--- config.mk ---
export PLATFORM = sky130hd
export DESIGN_NAME = bat_size_ctrl_flat
export DESIGN_NICKNAME = d
export VERILOG_FILES = /design/src/rtl/bat_size_ctrl_if.sv /design/src/rtl/bat_size_ctrl.sv /design/src/flat_wrapper.sv
export SDC_FILE = /design/constraint.sdc
export NUM_CORES = 1
export LEC_CHECK = 0
export BUFFER_PORTS_ARGS = -buffer_cell sky130_fd_sc_hd__clkbuf_2
export CAP_MARGIN = 20
export CORE_UTILIZATION = 50
export CTS_BUF_LIST = sky130_fd_sc_hd__clkbuf_4 sky130_fd_sc_hd__clkbuf_8
export DETAILED_ROUTE_END_ITERATION = 12
export GPL_ROUTABILITY_DRIVEN = 1
export HOLD_SLACK_MARGIN = 0.06
export PLACE_DENSITY = 0.77
export SKIP_CTS_REPAIR_TIMING = 1
export SYNTH_ARGS = -nofsm -noshare
export SYNTH_HDL_FRONTEND = slang
export SYNTH_SLANG_ARGS = --single-unit
--- constraint.sdc ---
create_clock -name clk -period 6.26 [get_ports clk]
set_input_delay 0.939 -clock clk [delete_from_list [all_inputs] [get_ports clk]]
set_output_delay 0.939 -clock clk [all_outputs]
set_load 0.1 [all_outputs]
--- src/rtl/bat_size_ctrl_if.sv ---
// Bat size controller bus: per-frame event pulses in, bat-mux control out.
//   startOfFrame  one-clock pulse per video frame
//   shrink_hit    collision requesting the small bat
//   grow_hit      collision requesting the big bat
//   game_restart  return to the big bat immediately
//   select        bat-mux select (0 = big, 1 = small)
//   small_active  small period (including blink phase) in progress
//   frames_left   frames remaining in the small period
//   expired       one-clock pulse on natural timeout
interface bat_size_ctrl_if;
    logic       startOfFrame;
    logic       shrink_hit;
    logic       grow_hit;
    logic       game_restart;
    logic       select;
    logic       small_active;
    logic [9:0] frames_left;
    logic       expired;

    modport master (
        output startOfFrame, shrink_hit, grow_hit, game_restart,
        input  select, small_active, frames_left, expired
    );

    modport slave (
        input  startOfFrame, shrink_hit, grow_hit, game_restart,
        output select, small_active, frames_left, expired
    );
endinterface

--- src/rtl/bat_size_ctrl.sv ---
// Bat size controller: a shrink event switches to the small bat for
// DURATION_FRAMES frames; the final WARN_FRAMES frames blink the bat with a
// half-period of BLINK_FRAMES frames before reverting to the big bat.
//   clk    system clock
//   reset  asynchronous active-high reset
//   bus    bat_size_ctrl_if slave (event pulses in, registered outputs)
module bat_size_ctrl #(
    parameter int unsigned DURATION_FRAMES = 300,
    parameter int unsigned WARN_FRAMES     = 60,
    parameter int unsigned BLINK_FRAMES    = 8
) (
    input  logic            clk,
    input  logic            reset,
    bat_size_ctrl_if.slave  bus
);
    localparam int unsigned FL_W = 10;
    localparam int unsigned BC_W = $clog2(BLINK_FRAMES + 1);

    typedef enum logic [1:0] {
        ST_NORMAL = 2'd0,
        ST_SMALL  = 2'd1,
        ST_WARN   = 2'd2
    } state_e;

    state_e            state, state_n;
    logic [FL_W-1:0]   fl_q, fl_n, fl_dec;
    logic [BC_W-1:0]   bc_q, bc_n, bc_inc;
    logic              phase_q, phase_n;
    logic              expired_q, expired_n;
    logic              select_q, select_n;
    logic              small_q, small_n;

    // State and datapath registers
    always_ff @(posedge clk or posedge reset) begin
        if (reset) begin
            state     <= ST_NORMAL;
            fl_q      <= '0;
            bc_q      <= '0;
            phase_q   <= 1'b0;
            expired_q <= 1'b0;
            select_q  <= 1'b0;
            small_q   <= 1'b0;
        end else begin
            state     <= state_n;
            fl_q      <= fl_n;
            bc_q      <= bc_n;
            phase_q   <= phase_n;
            expired_q <= expired_n;
            select_q  <= select_n;
            small_q   <= small_n;
        end
    end

    // Next-state: hits take priority over the frame decrement
    always_comb begin
        state_n   = state;
        fl_n      = fl_q;
        bc_n      = bc_q;
        phase_n   = phase_q;
        expired_n = 1'b0;
        fl_dec    = fl_q - FL_W'(1);
        bc_inc    = bc_q + BC_W'(1);

        if (bus.game_restart || bus.grow_hit) begin
            state_n = ST_NORMAL;
            fl_n    = '0;
            bc_n    = '0;
            phase_n = 1'b0;
        end else if (bus.shrink_hit) begin
            state_n = ST_SMALL;
            fl_n    = FL_W'(DURATION_FRAMES);
            bc_n    = '0;
            phase_n = 1'b0;
        end else begin
            case (state)
                ST_NORMAL: ;
                ST_SMALL: begin
                    if (bus.startOfFrame && fl_q != '0) begin
                        fl_n = fl_dec;
                        if (fl_dec == FL_W'(WARN_FRAMES)) begin
                            state_n = ST_WARN;
                            bc_n    = '0;
                            phase_n = 1'b0;
                        end
                    end
                end
                ST_WARN: begin
                    if (bus.startOfFrame && fl_q != '0) begin
                        fl_n = fl_dec;
                        if (fl_dec == '0) begin
                            state_n   = ST_NORMAL;
                            bc_n      = '0;
                            phase_n   = 1'b0;
                            expired_n = 1'b1;
                        end else if (bc_inc == BC_W'(BLINK_FRAMES)) begin
                            bc_n    = '0;
                            phase_n = ~phase_q;
                        end else begin
                            bc_n = bc_inc;
                        end
                    end
                end
                default: begin
                    // Unreachable encoding recovers to the big bat
                    state_n = ST_NORMAL;
                    fl_n    = '0;
                    bc_n    = '0;
                    phase_n = 1'b0;
                end
            endcase
        end
    end

    // Output decode of the next state, registered so select never glitches
    always_comb begin
        select_n = 1'b0;
        small_n  = 1'b0;
        case (state_n)
            ST_SMALL: begin
                select_n = 1'b1;
                small_n  = 1'b1;
            end
            ST_WARN: begin
                select_n = phase_n;
                small_n  = 1'b1;
            end
            default: ;
        endcase
    end

    assign bus.select       = select_q;
    assign bus.small_active = small_q;
    assign bus.frames_left  = fl_q;
    assign bus.expired      = expired_q;
endmodule

--- src/flat_wrapper.sv ---
// flat-port wrapper written by rule: the top's interface ports become plain ports
module bat_size_ctrl_flat 
#(
    parameter int unsigned DURATION_FRAMES = 300,
    parameter int unsigned WARN_FRAMES     = 60,
    parameter int unsigned BLINK_FRAMES    = 8
)
  (clk, reset, bus_startOfFrame, bus_shrink_hit, bus_grow_hit, bus_game_restart, bus_select, bus_small_active, bus_frames_left, bus_expired);
  bat_size_ctrl_if bus_i ();
  input  logic clk;
  input  logic reset;
  input wire logic [$bits(bus_i.startOfFrame)-1:0] bus_startOfFrame;
  input wire logic [$bits(bus_i.shrink_hit)-1:0] bus_shrink_hit;
  input wire logic [$bits(bus_i.grow_hit)-1:0] bus_grow_hit;
  input wire logic [$bits(bus_i.game_restart)-1:0] bus_game_restart;
  output wire logic [$bits(bus_i.select)-1:0] bus_select;
  output wire logic [$bits(bus_i.small_active)-1:0] bus_small_active;
  output wire logic [$bits(bus_i.frames_left)-1:0] bus_frames_left;
  output wire logic [$bits(bus_i.expired)-1:0] bus_expired;
  assign bus_i.startOfFrame = bus_startOfFrame;
  assign bus_i.shrink_hit = bus_shrink_hit;
  assign bus_i.grow_hit = bus_grow_hit;
  assign bus_i.game_restart = bus_game_restart;
  assign bus_select = bus_i.select;
  assign bus_small_active = bus_i.small_active;
  assign bus_frames_left = bus_i.frames_left;
  assign bus_expired = bus_i.expired;
  bat_size_ctrl #(.DURATION_FRAMES(DURATION_FRAMES), .WARN_FRAMES(WARN_FRAMES), .BLINK_FRAMES(BLINK_FRAMES)) u_core (.clk(clk), .reset(reset), .bus(bus_i));
endmodule
# Yosys cells after proc, flatten, opt, wreduce, memory -nomap -nowiden
# Cells that the tools add are included.
# word_totals
ram_bits,0
memories,0
regBits,20
input_bits,6
latch_bits,0
mem_bits_ro,0
elab_cells,64
# op_classes
multipliers,0
shift,0
n_reduce_logical,9
n_lt_le_gt_ge,0
muxes,34
n_div,0
n_eq_ne,11
addsub,2
bitwise,1
# op_table
operator,count
10-bit 2-to-1 mux,3
4-bit 2-to-1 mux,7
10-bit case mux with 2 select lines,1
1-bit 2-to-1 mux,13
2-bit 2-to-1 mux,6
"4-bit by 2-bit inequality test with 1-bit output, second input constant",3
4-bit case mux with 3 select lines,1
"10-bit by 6-bit == test with 1-bit output, second input constant",1
10-bit zero test,1
10-bit nonzero test,1
"10-bit by 1-bit subtractor with 10-bit output, second input constant",1
2-bit case mux with 3 select lines,1
"4-bit by 1-bit adder with 4-bit output, second input constant",1
"2-bit by 1-bit == test with 1-bit output, second input constant",2
"2-bit == test, second input constant",2
"4-bit == test, second input constant",1
"4-bit by 1-bit inequality test with 1-bit output, second input constant",1
4-bit AND reduction,1
2-bit OR reduction,2
"3-bit by 2-bit inequality test with 1-bit output, second input constant",1
1-bit case mux with 3 select lines,1
2-bit zero test,1
1-bit case mux with 2 select lines,1
2-bit AND reduction,1
3 further kinds,3

# Logic depth before layout (Yosys ltp)
# depth
ltp_word,10
ltp_mapped,12

# Worst setup path after synthesis
# No wires, ideal clock.
# synth_path
path_kind,flip-flop to flip-flop
startpoint,register u_core.fl_q[0] (netlist: u_core.bus.frames_left[0])
endpoint,register u_core.select_q (netlist: u_core.bus.select)
setup_slack_ns,2.851
period_less_slack_ns,3.409
path_stages_with_launch,13
t_arrival_ns,3.319
path_cell_list,dfrtp_1 inv_1 ha_1 nor2b_2 o21ai_0 o2bb2ai_4 a41oi_2 or3_1 o2111a_1 ha_1 nor2b_1 nand4_1 o221ai_1
# synth_via
elab_chain_len,9
elab_cells_between_ends,22
classes_between,add/sub: 1; eq/ne: 3; mux: 15; reduce/logical: 3
# synth_rtl
item,line,rtl
"start, declared",bat_size_ctrl.sv:26,"logic [FL_W-1:0] fl_q, fl_n, fl_dec;"
"start signal, assigned",bat_size_ctrl.sv:45,fl_q <= fl_n;
10-bit by 1-bit subtractor with 10-bit output,bat_size_ctrl.sv:61,fl_dec = fl_q - FL_W'(1);
10-bit by 6-bit == test with 1-bit output or 10-bit zero test (tied branches),"bat_size_ctrl.sv:80, bat_size_ctrl.sv:90",
2-bit 2-to-1 mux (on tied branches),"bat_size_ctrl.sv:80, bat_size_ctrl.sv:90",
2-bit 2-to-1 mux (on tied branches),"bat_size_ctrl.sv:78, bat_size_ctrl.sv:88",
2-bit case mux with 3 select lines (*),bat_size_ctrl.sv:75,case (state)
2-bit 2-to-1 mux (*),bat_size_ctrl.sv:69,end else if (bus.shrink_hit) begin
2-bit 2-to-1 mux (*),bat_size_ctrl.sv:64,if (bus.game_restart || bus.grow_hit) begin
named net u_core.state_n[1],bat_size_ctrl.sv:25,"state_e state, state_n;"
2-bit == test or 2-bit by 1-bit == test with 1-bit output (tied branches),bat_size_ctrl.sv:118,case (state_n)
1-bit case mux with 2 select lines (*),bat_size_ctrl.sv:118,
named net u_core.select_n,bat_size_ctrl.sv:30,"logic select_q, select_n;"
"end signal, assigned",bat_size_ctrl.sv:49,select_q <= select_n;
"end, declared",bat_size_ctrl.sv:30,
# The timed path passes the listed nets; every way through them passes the cells marked *.
# A chain may end at the register's enable or synchronous reset.

# Worst setup path in the final report
# Same ends and word-level chain as after synthesis.

==> impl_metrics.csv <==
group,metric,value,unit
timing,finalCritPeriodShare,0.4965,
timing,relSlewSlack,0.4667,
placement,port_buffers,18,
layout,antenna_cells,0,
synth,synth_top_area_frac,0.3172,
synth,synth_seq_area_share,0.3172,
global_routing,grt_first_pass_wirelength,6.072,mm
detailed_routing,drc_errors,0,
timing,setup_slack,3152,ps
synth,synth_compound_area_frac,0.2934,
placement,placed_area,1684,um^2
synth,synthMuxAreaShare,0.01269,
timing,tns,0,ps
placement,post-dp-hpwl,2.758,mm
synth,syn_avg_cell_area,9.227,um^2
detailed_routing,avgViaCountPerCell,6.241,
detailed_routing,wire_per_inst,16.00,um
global_routing,first_global_vias,1360,
worst_setup_path,crit_path_start_kind,"flip-flop",
floorplanning,dieArea,3384,um^2
floorplanning,start_util,0.5211,
min_path,worstHoldPathType,"reg -> reg",
cts,clkSinkCount,20,
global_routing,antenna_found_initial,0,
timing,setup_viol,0,
timing,drv_slew,0,
detailed_routing,drtAntennaViolNets,0,
worst_setup_path,criticalPathCategory,"reg -> reg",
cts,htreeDepth,1,
min_path,hp-start,"u_core.bc_q[3]$_DFFE_PP0P_",
floorplanning,core,3028,um^2
global_routing,grt_overflow,0,
outcome,status,"completed",
layout,fill_cells,265,
global_routing,track_usage,0.2374,
worst_setup_path,path_max_fanout,7,
cts,clkLatencyLatePin,330,ps
cts,clockRootBuffer,"clkbuf_4",
floorplanning,ios,19,
synth,synth-simple-area-share,0.2260,
synth,async_flop_share,1.000,
timing,clock_skew,12.23,ps
cts,ctsLongestPathBuffers,2,
worst_setup_path,startpoint,"u_core.bus.frames_left[0]$_DFFE_PP0P_",
synth,synth_edf_count,0,
detailed_routing,drtIter0Drc,71,
synth,ys.warnings.count,0,
layout,stdcell_area,1737,um^2
placement,dp.cells,228,
layout,nets,205,
synth,synth_fp_nets,187,
flow_run,drv_cap,0,
detailed_routing,wl,3.713,mm
global_routing,grt_max_degree,21,
synth,syn-instance-count,171,
timing,hold_viol,0,
floorplanning,die-width,58.18,um
cts,numCtsBuffers,3,
worst_setup_path,arrival,3360,ps
synth,synth.area.top_cells,"dfrtp_1, ha_1, o21ai_1",
synth,post-synth-top-count-cell,"dfrtp_1",
synth,synth-xor-area-share,0.01110,
timing,period_minus_slack,3108,ps
detailed_routing,firstDrtPassIters,4,
worst_setup_path,timing.rr.start,"u_core.bus.frames_left[0]$_DFFE_PP0P_",
synth,synth_top_family_by_area,"compound AO/OA/AOI/OAI gates",
cts,cts_tree,"built",
placement,gp_congestion,0.9244,
detailed_routing,vias,1448,
power_and_ir_drop,cellLeakagePower,0.7745,nW
synth,synth_fa_ha_area_frac,0.07930,
layout,drive_gt1_frac,0.2128,
worst_setup_path,end_kind,"flip-flop",
timing,rsz0062_at_grt,"false",
synth,yosysUniqueCellTypes,59,
synth,yosysTopAreaCell,"dfrtp_1",
timing,worst_pin_slew,799.0,ps
synth,ys_top_cells_by_count,"dfrtp_1, inv_1, o21ai_1",
power_and_ir_drop,power-per-cell-area,175.2,nW/um^2
floorplanning,die_y,58.18,um
synth,synth_area,1578,um^2
synth,dominantRegCellSynth,"dfrtp_1",
layout,final_cells,232,
placement,dpl_worst_slack,3226,ps
layout,area_growth,10.07,%
worst_setup_path,required,6510,ps
synth,synth-seq-cells,20,
power_and_ir_drop,report.power.total,0.3043,mW
timing,fmax,0.3218,GHz
cts,clk_pin_slew,130,ps
floorplanning,std_cell_rows,20,
power_and_ir_drop,ir_worst_vdd,0.00009080,V
## sequential cells by signal (all words and copies together), names as in the netlist
register and cells:
u_core.bus.frames_left 10, u_core.bc_q 4, u_core.state 2, u_core.bus.expired 1, u_core.bus.select 1, u_core.bus.small_active 1, u_core.phase_q 1
## stage by stage
| stage | hold WS [ps] | utilization |
|---|---|---|
| final | 580.2 | 0.5736 |
| after global routing | 615.1 | 0.5736 |
| after CTS | 581.7 | 0.5736 |
| after detailed placement | 560.5 | 0.5562 |
| after global placement | 556.7 | 0.5562 |
| after floorplan | 530.2 | - |
## final timing paths
check,endpoint,slack [ps],cells past startpoint
max,u_core.bus.select$_DFF_PP0_,3150,12
min,u_core.bc_q[3]$_DFFE_PP0P_,580,2
max reg2reg,u_core.bus.select$_DFF_PP0_,3150,12
min reg2reg,u_core.bc_q[3]$_DFFE_PP0P_,580,2
max in group asynchronous,u_core.bus.frames_left[9]$_DFFE_PP0P_,5040,2
min in group asynchronous,u_core.state[0]$_DFF_PP0_,720,2
## layer usage
metal / global-route usage / vias to the layer above / wire length [um]
met5: 0 / - / 0
met4: 0.1224 / 0 / 68
met3: 0.03795 / 9 / 226
met2: 0.3760 / 54 / 1815
met1: 0.3131 / 703 / 1602
li1: - / 682 / -
## area by class of cell
cell class,instances,area [um^2],share of cell area
clock buffer,3,22.52,0.01297
multi-input combinational,131,982.2,0.5656
tap,44,55.05,0.03170
sequential,20,500.5,0.2882
timing repair buffer,18,90.09,0.05187
clock inverter,1,30.03,0.01729
inverter,15,56.30,0.03242
## critical path, cell delays in order, from the launching register on
cell and delay, ps:
dfrtp_1 500, inv_1 110, ha_1 280, nor2b_2 220, o21ai_0 330, o2bb2ai_4 200, a41oi_2 180, or3_1 380
o2111a_1 160, ha_1 320, nor2b_1 140, nand4_1 120, o221ai_1 100
## power by group
group          total, mW  internal (mW)  switching [mW]
clock network      0.111         0.0649          0.0465
logic             0.0583         0.0162          0.0421
registers          0.135          0.131         0.00345
total              0.304          0.212          0.0920
## kinds of logic after synthesis
group | Yosys count
DFF | 20
muxes | 2
AOI/OAI and AO/OA | 60
buffers and inverters | 20
xor gates and xnor gates | 2
and+or+nand+nor | 57
adders and majority gates | 10
## cell usage in the layout (no fill, tap or decap), types with 4 or more instances in the layout
master     n
dfrtp_1   20
clkbuf_2  18
inv_1     15
o21ai_1   13
nand2_1   12
nor2_1    11
ha_1      10
a31oi_1    7
a21oi_1    7
o21ai_0    5
nand3_1    4
Note: power is estimated with default switching activity, not from simulation.
